===== config.mk =====
export PLATFORM = sky130hd
export DESIGN_NAME = stage_writeback_vec
export DESIGN_NICKNAME = d
export VERILOG_FILES = /design/src/rtl/asip_wb_pkg.sv /design/src/rtl/stage_writeback_vec_lane_extender.sv /design/src/rtl/stage_writeback_vec.sv
export SDC_FILE = /design/constraint.sdc
export NUM_CORES = 1
export LEC_CHECK = 0
export ABC_AREA = 1
export ABC_CLOCK_PERIOD_IN_PS = 5400
export CORE_MARGIN = 1.5
export CORE_UTILIZATION = 50
export CTS_CLUSTER_DIAMETER = 150
export DETAILED_ROUTE_END_ITERATION = 6
export GPL_ROUTABILITY_DRIVEN = 0
export HOLD_SLACK_MARGIN = 0.15
export PLACE_DENSITY = 0.9
export SKIP_CTS_REPAIR_TIMING = 1
export SLEW_MARGIN = 20
export SYNTH_ARGS = -nofsm -noshare
export SYNTH_HDL_FRONTEND = slang
export SYNTH_HIERARCHICAL = 1
export SYNTH_SLANG_ARGS = --single-unit

===== constraint.sdc =====
create_clock -name clk -period 5.4 [get_ports clk]
set_clock_uncertainty 0.05 [all_clocks]
set_input_delay 1.08 -clock clk [delete_from_list [all_inputs] [get_ports clk]]
set_output_delay 1.08 -clock clk [all_outputs]
set_load 0.02 [all_outputs]

===== src/rtl/asip_wb_pkg.sv =====
// Shared types for the vector ASIP memory/writeback stage.
package asip_wb_pkg;

  typedef enum logic [1:0] {
    WB_MEM   = 2'd0,
    WB_ALU   = 2'd1,
    WB_IMM   = 2'd2,
    WB_LANE0 = 2'd3
  } wb_sel_e;

  typedef enum logic [1:0] {
    IDLE = 2'd0,
    REQ  = 2'd1,
    WAIT = 2'd2
  } wb_state_e;

endpackage


===== src/rtl/stage_writeback_vec_lane_extender.sv =====
// Widens one memory lane to register width, sign- or zero-extending.
module lane_extender #(
  parameter int MEM_W  = 8,
  parameter int DATA_W = 16
) (
  input  logic                     sign_ext,
  input  logic signed [MEM_W-1:0]  din,
  output logic signed [DATA_W-1:0] dout
);

  generate
    if (MEM_W == DATA_W) begin : g_pass
      logic unused_sign;
      assign unused_sign = sign_ext;
      assign dout = din;
    end else begin : g_ext
      always_comb dout = sign_ext ? DATA_W'(din) : DATA_W'($unsigned(din));
    end
  endgenerate

endmodule


===== src/rtl/stage_writeback_vec.sv =====
// Memory/writeback stage: issues vector loads/stores over req/gnt/rvalid and drives the RF write port.
module stage_writeback_vec
  import asip_wb_pkg::*;
#(
  parameter int VEC_SIZE = 4,
  parameter int DATA_W   = 16,
  parameter int MEM_W    = 8,
  parameter int ADDR_W   = 16,
  parameter int RIDX_W   = 4
) (
  input  logic                         clk,
  input  logic                         reset,
  input  logic                         in_valid,
  output logic                         in_ready,
  input  logic                         mem_rd,
  input  logic                         mem_wr,
  input  logic [1:0]                   wb_sel,
  input  logic                         reg_we,
  input  logic                         sign_ext,
  input  logic [VEC_SIZE-1:0]          lane_mask,
  input  logic [RIDX_W-1:0]            rd_idx,
  input  logic [DATA_W-1:0]            imm,
  input  logic [VEC_SIZE*DATA_W-1:0]   alu_result,
  input  logic [VEC_SIZE*DATA_W-1:0]   alu_op1,
  input  logic [VEC_SIZE*DATA_W-1:0]   alu_op2,
  output logic                         mem_req,
  output logic                         mem_we,
  output logic [ADDR_W-1:0]            mem_addr,
  output logic [VEC_SIZE*MEM_W-1:0]    mem_wdata,
  output logic [VEC_SIZE-1:0]          mem_be,
  input  logic                         mem_gnt,
  input  logic                         mem_rvalid,
  input  logic [VEC_SIZE*MEM_W-1:0]    mem_rdata,
  output logic                         wb_valid,
  output logic [VEC_SIZE-1:0]          wb_we,
  output logic [RIDX_W-1:0]            wb_idx,
  output logic [VEC_SIZE*DATA_W-1:0]   wb_data
);

  localparam int LW = VEC_SIZE * DATA_W;
  localparam int MW = VEC_SIZE * MEM_W;

  wb_state_e             state, state_nxt;
  logic                  xfer, mem_op;
  logic [MW-1:0]         wdata_in;
  logic [LW-1:0]         ext_data;
  logic                  unused_bits;

  wb_sel_e               sel_p1;
  logic                  we_p1, sign_p1;
  logic [VEC_SIZE-1:0]   mask_p1;
  logic [RIDX_W-1:0]     idx_p1;
  logic [DATA_W-1:0]     imm_p1;
  logic [LW-1:0]         alu_p1;

  assign xfer   = in_valid & in_ready;
  assign mem_op = mem_rd | mem_wr;
  assign unused_bits = ^{alu_op1, alu_op2};

  function automatic logic [LW-1:0] sel_wb(input wb_sel_e sel, input logic [LW-1:0] memv,
                                           input logic [LW-1:0] alu, input logic [DATA_W-1:0] immv);
    logic [LW-1:0] r;
    case (sel)
      WB_MEM:   r = memv;
      WB_ALU:   r = alu;
      WB_IMM:   r = {VEC_SIZE{immv}};
      WB_LANE0: r = {VEC_SIZE{alu[DATA_W-1:0]}};
      default:  r = '0;
    endcase
    return r;
  endfunction

  for (genvar g = 0; g < VEC_SIZE; g++) begin : g_lane
    assign wdata_in[g*MEM_W +: MEM_W] = alu_op1[g*DATA_W +: MEM_W];
    lane_extender #(.MEM_W(MEM_W), .DATA_W(DATA_W)) u_ext (
      .sign_ext (sign_p1),
      .din      (mem_rdata[g*MEM_W +: MEM_W]),
      .dout     (ext_data[g*DATA_W +: DATA_W])
    );
  end

  always_ff @(posedge clk or negedge reset) begin
    if (!reset) state <= IDLE;
    else        state <= state_nxt;
  end

  always_comb begin
    state_nxt = state;
    case (state)
      IDLE:    if (xfer && mem_op) state_nxt = REQ;
      REQ:     if (mem_gnt)        state_nxt = mem_we ? IDLE : WAIT;
      WAIT:    if (mem_rvalid)     state_nxt = IDLE;
      default:                     state_nxt = IDLE;
    endcase
  end

  always_comb begin
    in_ready = (state == IDLE);
  end

  // p1: request fields and the captured instruction; writeback beat registered from p1 or directly from EX
  always_ff @(posedge clk or negedge reset) begin
    if (!reset) begin
      mem_req   <= 1'b0;
      mem_we    <= 1'b0;
      mem_addr  <= '0;
      mem_wdata <= '0;
      mem_be    <= '0;
      wb_valid  <= 1'b0;
      wb_we     <= '0;
      wb_idx    <= '0;
      wb_data   <= '0;
      sel_p1    <= WB_MEM;
      we_p1     <= 1'b0;
      sign_p1   <= 1'b0;
      mask_p1   <= '0;
      idx_p1    <= '0;
      imm_p1    <= '0;
      alu_p1    <= '0;
    end else begin
      wb_valid <= 1'b0;
      wb_we    <= '0;
      case (state)
        IDLE: if (xfer) begin
          if (mem_op) begin
            mem_req   <= 1'b1;
            mem_we    <= mem_wr;
            mem_addr  <= mem_wr ? alu_op2[ADDR_W-1:0] : imm[ADDR_W-1:0];
            mem_wdata <= wdata_in;
            mem_be    <= lane_mask;
            sel_p1    <= wb_sel_e'(wb_sel);
            we_p1     <= reg_we;
            sign_p1   <= sign_ext;
            mask_p1   <= lane_mask;
            idx_p1    <= rd_idx;
            imm_p1    <= imm;
            alu_p1    <= alu_result;
          end else begin
            wb_valid <= 1'b1;
            wb_we    <= reg_we ? lane_mask : '0;
            wb_idx   <= rd_idx;
            wb_data  <= sel_wb(wb_sel_e'(wb_sel), '0, alu_result, imm);
          end
        end
        REQ: if (mem_gnt) begin
          mem_req <= 1'b0;
          if (mem_we) begin
            wb_valid <= 1'b1;
            wb_idx   <= idx_p1;
            wb_data  <= sel_wb(sel_p1, '0, alu_p1, imm_p1);
          end
        end
        WAIT: if (mem_rvalid) begin
          wb_valid <= 1'b1;
          wb_we    <= we_p1 ? mask_p1 : '0;
          wb_idx   <= idx_p1;
          wb_data  <= sel_wb(sel_p1, ext_data, alu_p1, imm_p1);
        end
        default: ;
      endcase
    end
  end

endmodule


## After elaboration in Yosys (flattened, before gate mapping)

Cells that the tools add are included.

- Output and inout bits: 128
- Register bits: 217
- Input bits: 259

- Eq/ne operators: 15
- Bitwise gates (word level): 2
- Muxes and demuxes: 41
- Reductions and logical operators: 10

Operators by type and width:

| operator | number |
|---|---|
| $pmux 64 s4 | 3 |
| $mux 64 | 5 |
| $pmux 64 s3 | 1 |
| $mux 16 | 5 |
| $mux 4 | 10 |
| $pmux 4 s3 | 1 |
| $eq 2x2->1 const B | 5 |
| $mux 1 | 8 |
| $mux 2 | 4 |
| $ne 2x2->1 const B | 4 |
| $pmux 4 s2 | 1 |
| $eq 2x1->1 const B | 3 |
| $logic_not 2->1 | 3 |
| $ne 2x1->1 const B | 3 |
| $pmux 2 s3 | 1 |
| $reduce_and 3->1 | 2 |
| $reduce_and 6->1 | 1 |
| $reduce_and 4->1 | 1 |
| $pmux 1 s3 | 1 |
| $reduce_bool 3->1 | 1 |
| $pmux 1 s2 | 1 |
| $reduce_bool 2->1 | 1 |
| $and 1x1->1 | 1 |
| $logic_and 1x1->1 | 1 |
| $or 1x1->1 | 1 |

## Longest topological paths before layout

- Depth in word-level cells: 5
- Gate-level depth with buffers: 11
- Mapped depth without buffers: 10

## Cells and area by module

Netlist, hierarchy kept.

By module, submodules not included:

| module | area each (um^2) | times used | seq. area each (um^2) | cells an instance |
|---|---|---|---|---|
| stage_writeback_vec | 11647.4 | 1 | 5430.2 | 1683 |
| lane_extender | 120.1 | 4 | 0.0 | 17 |

## Least setup slack after synthesis

OpenSTA, ideal clock, no wires.

- Kind: input to register
- From: input port mem_wr
- To: register wb_data[59]
- Stages on the path: 10
- Arrival: 2.027 ns
- Required time: 5.233 ns
- Setup slack: 3.206 ns
- Setup time: 0.117 ns
- Path through: buf_4 > inv_6 > nand2_2 > nand2_1 > nand2_1 > nor2_4 > buf_2 > nand2_1 > nor2_1 > nor2_1

- Cells in the longest elaborated chain, start to end: 3

Ends and longest elaborated chain:

| item | line | RTL |
|---|---|---|
| start, declared | stage_writeback_vec.sv:16 | `input logic mem_wr,` |
| $or 1x1->1 | stage_writeback_vec.sv:57 | `assign mem_op = mem_rd \| mem_wr;` |
| $ne 2x2->1 (no source line) | -- |  |
| $reduce_and 6->1 (no source line) | -- |  |
| end signal, assigned | stage_writeback_vec.sv:142 | `wb_data <= sel_wb(wb_sel_e'(wb_sel), '0, alu_result, imm);` |
| end signal, assigned | stage_writeback_vec.sv:150 | `wb_data <= sel_wb(sel_p1, '0, alu_p1, imm_p1);` |
| end signal, assigned | stage_writeback_vec.sv:157 | `wb_data <= sel_wb(sel_p1, ext_data, alu_p1, imm_p1);` |
| end, declared | stage_writeback_vec.sv:37 | `output logic [VEC_SIZE*DATA_W-1:0] wb_data` |

Every way passes these cells.
A chain may end at the register's enable or synchronous reset.

## Worst setup path after layout

- From: input port wb_sel[1]
- To: register wb_data[40]

- Cells in the longest elaborated chain, start to end: 5
- Elaborated cells between the ends (all ways): 8
- Those cells by class: 3 x eq/ne; 4 x mux; 1 x reduce/logical

Ends and longest elaborated chain:

| item | line | RTL |
|---|---|---|
| start, declared | stage_writeback_vec.sv:17 | `input logic [1:0] wb_sel,` |
| $eq 2x2->1 (tied with other cells) | stage_writeback_vec.sv:63 | `case (sel)` |
| $pmux 64 s4 (*) | stage_writeback_vec.sv:63 |  |
| $mux 64 (*) | stage_writeback_vec.sv:125 | `if (mem_op) begin` |
| $mux 64 (*) | stage_writeback_vec.sv:124 | `IDLE: if (xfer) begin` |
| $pmux 64 s3 (*) | stage_writeback_vec.sv:123 | `case (state)` |

Every way passes the cells marked *; elsewhere a longest branch is shown, timed or not. The select of a mux whose other input is x is not followed.

==> impl_metrics.json <==
{
  "outcome": "complete, but fails checks",
  "violations": "DRC",
  "clock_sinks": 217,
  "clk_latency_ns": 0.53,
  "dp_hpwl_mm": 28.5,
  "maxSlewViolCount": 0,
  "viasPerCell": 5.54,
  "cts_made_buffers": 24,
  "max_cap_violations": 0,
  "p_per_area_nw_per_um2": 602,
  "die_height_um": 159,
  "worstMarginPinSlew_ns": 1.13,
  "hold_ws_ns": 0.370,
  "dr.pass1.iters": 7,
  "grt_pass1_wl_mm": 65.4,
  "worst_slack_ns": 2.04,
  "synth.distinct_cells": 25,
  "ff2ff_setup_slack_ns": 2.25,
  "setup_violations": 0,
  "finalHoldViolCount": 0,
  "dp_worst_setup_slack_ns": 1.62,
  "drcViolationCount": 22,
  "wirelength_mm": 41.1,
  "synth_fp_nets": 2014,
  "fp.dieW_um": 159,
  "worst_setup_path_end_kind": "flip-flop",
  "postSynthAreaPerCell_um2": 6.93,
  "rows": 56,
  "track_usage": 0.324,
  "critPathLaunch": "wb_sel[1]",
  "ir_drop_uv": 389,
  "worst-setup-path-type": "in -> reg",
  "ff2ff_path_depth": 8,
  "ios": 387,
  "yosys_warnings": 6,
  "multi_input_area_um2": 5340,
  "max_freq_mhz": 298,
  "grt_max_degree": 139,
  "drtIter0Drc": 1517,
  "period_share": 0.622,
  "antenna_found_initial": 3,
  "grt_overflow": 0,
  "clk_pin_slew_ns": 0.06,
  "final-seq-area_um2": 5430,
  "antenna_left": 0,
  "cts_buffer_depth": 3,
  "r2r-end": "wb_data[40]",
  "synth.ff_latch_count": 217,
  "fin_nets": 2198,
  "cts_tree": "built",
  "rr_startpoint": "sel_p1[0]",
  "final_cell_mix": "nand2_1 (554), nor2_1 (309), clkdlybuf4s50_1 (304)",
  "hp-class": "in -> async",
  "required_ns": 5.75,
  "coreArea_um2": 23600,
  "critPathLaunchType": "input port",
  "port-buffer-count": 306,
  "die_area_um2": 25200,
  "power_leakage_nw": 7.71,
  "initial_utilization": 0.514,
  "synthCells": 1751,
  "syn2layout_area_growth_pct": 28.7,
  "fin_setup_tns_ns": 0,
  "htree_num_levels": 1,
  "arrival_ns": 3.71,
  "min_period_ns": 3.36,
  "rsz0062_at_grt": "no",
  "drive_gt1_frac": 0.0349,
  "critPathMaxFanout": 34,
  "first_global_vias": 12300,
  "yosysSeqAreaShare": 0.448,
  "final_common_cell": "nand2_1",
  "wl_per_cell_um": 18.1,
  "relSlewSlack": 0.244,
  "fill_cells": 1955,
  "synth_area_um2": 12100,
  "root_buffer": "clkbuf_16",
  "vias": 12600
}
power breakdown:
| group | internal, mW | switching [mW] | total, mW |
|---|---|---|---|
| Combinational | 1.80 | 3.09 | 4.89 |
| Sequential | 2.40 | 0.457 | 2.86 |
| Clock | 0.966 | 0.686 | 1.65 |
sequential cells by signal, summed over array words and instances (netlist names), 2 cells and up:
name / cells
alu_p1: 64
wb_data: 64
mem_wdata: 32
imm_p1: 16
mem_addr: 16
idx_p1: 4
mask_p1: 4
wb_idx: 4
wb_we: 4
sel_p1: 2
state: 2
logic make-up (layout without fill, tap and decap cells):
logic type | Yosys count | in the layout | share of synthesized area
buffers and inverters | 273 | 471 | 0.115
AND/OR/NAND/NOR | 1157 | 1157 | 0.390
flip-flops | 217 | 217 | 0.448
adder cells (fa/ha/maj) | 4 | 4 | 0.00413
AO/OA/AOI/OAI | 100 | 100 | 0.0429
other | 0 | 2 | 0
worst max-delay path: stages:
cell and delay [ns]:
clkdlybuf4s50_1 0.45, buf_4 0.34, clkinv_1 0.62, buf_4 0.48, nand3_1 0.11, nand3_1 0.09, nand2_1 0.08, nand2_1 0.06
nor2_1 0.31, nor2_1 0.06
metrics by stage:
stage / utilization / cell area, um^2 / instances / total power [mW]
after global placement: 0.627 / 14800 / 2227 / 7.53
final: 0.661 / 15600 / 2270 / 9.40
after CTS: 0.660 / 15600 / 2267 / 9.36
after detailed placement: 0.627 / 14800 / 2227 / 7.67
after global routing: 0.661 / 15600 / 2268 / 10.0
after floorplan: - / 12100 / 1751 / 5.93
cells in the mapped netlist:
master	count	area (um^2)
inv_6	1	8.76
o211ai_1	4	30.0
nor2_8	1	20.0
clkinv_1	1	3.75
dfrtp_1	217	5430
nor2_1	309	1160
buf_1	6	22.5
nand3_1	290	1450
buf_4	64	480
inv_2	2	7.51
o21ai_0	62	310
buf_2	55	275
buf_6	7	78.8
o21ai_1	1	5.00
a21oi_1	26	130
o22ai_1	5	31.3
nand2_2	1	6.26
clkbuf_1	35	131
inv_1	102	383
a31oi_1	1	6.26
o21bai_1	1	7.51
nand2_1	554	2080
nor2_4	1	11.3
nand3b_1	1	7.51
ha_1	4	50.1
per-layer routing:
layer,share of wire,routed length (um),up-vias,track usage
li1,-,-,5804,-
met3,0.13,5380,170,0.0985
met1,0.37,15300,5746,0.416
met2,0.44,18100,847,0.494
met4,0.056,2320,2,0.167
met5,0.00024,10,-,0
how the worst max path moves through the flow:
stage                  endpoint  slack [ns]  cells after the start
floorplan           wb_data[59]        3.21                     10
global placement    wb_data[40]        1.63                     10
detailed placement  wb_data[40]        1.62                     10
CTS                 wb_data[40]        2.14                     10
global route        wb_data[40]        1.88                     10
finish              wb_data[40]        2.04                     10
area by class of cell:
cell class | count | share of cell area
Timing Repair Buffer | 325 | 0.208
Inverter | 106 | 0.0258
Multi-Input combinational cell | 1261 | 0.342
Sequential cell | 217 | 0.348
Antenna cell | 2 | 0.000321
Clock buffer | 34 | 0.0461
Clock inverter | 6 | 0.00369
Tap cell | 319 | 0.0256
No activity file was read; power rests on OpenSTA's default activity.
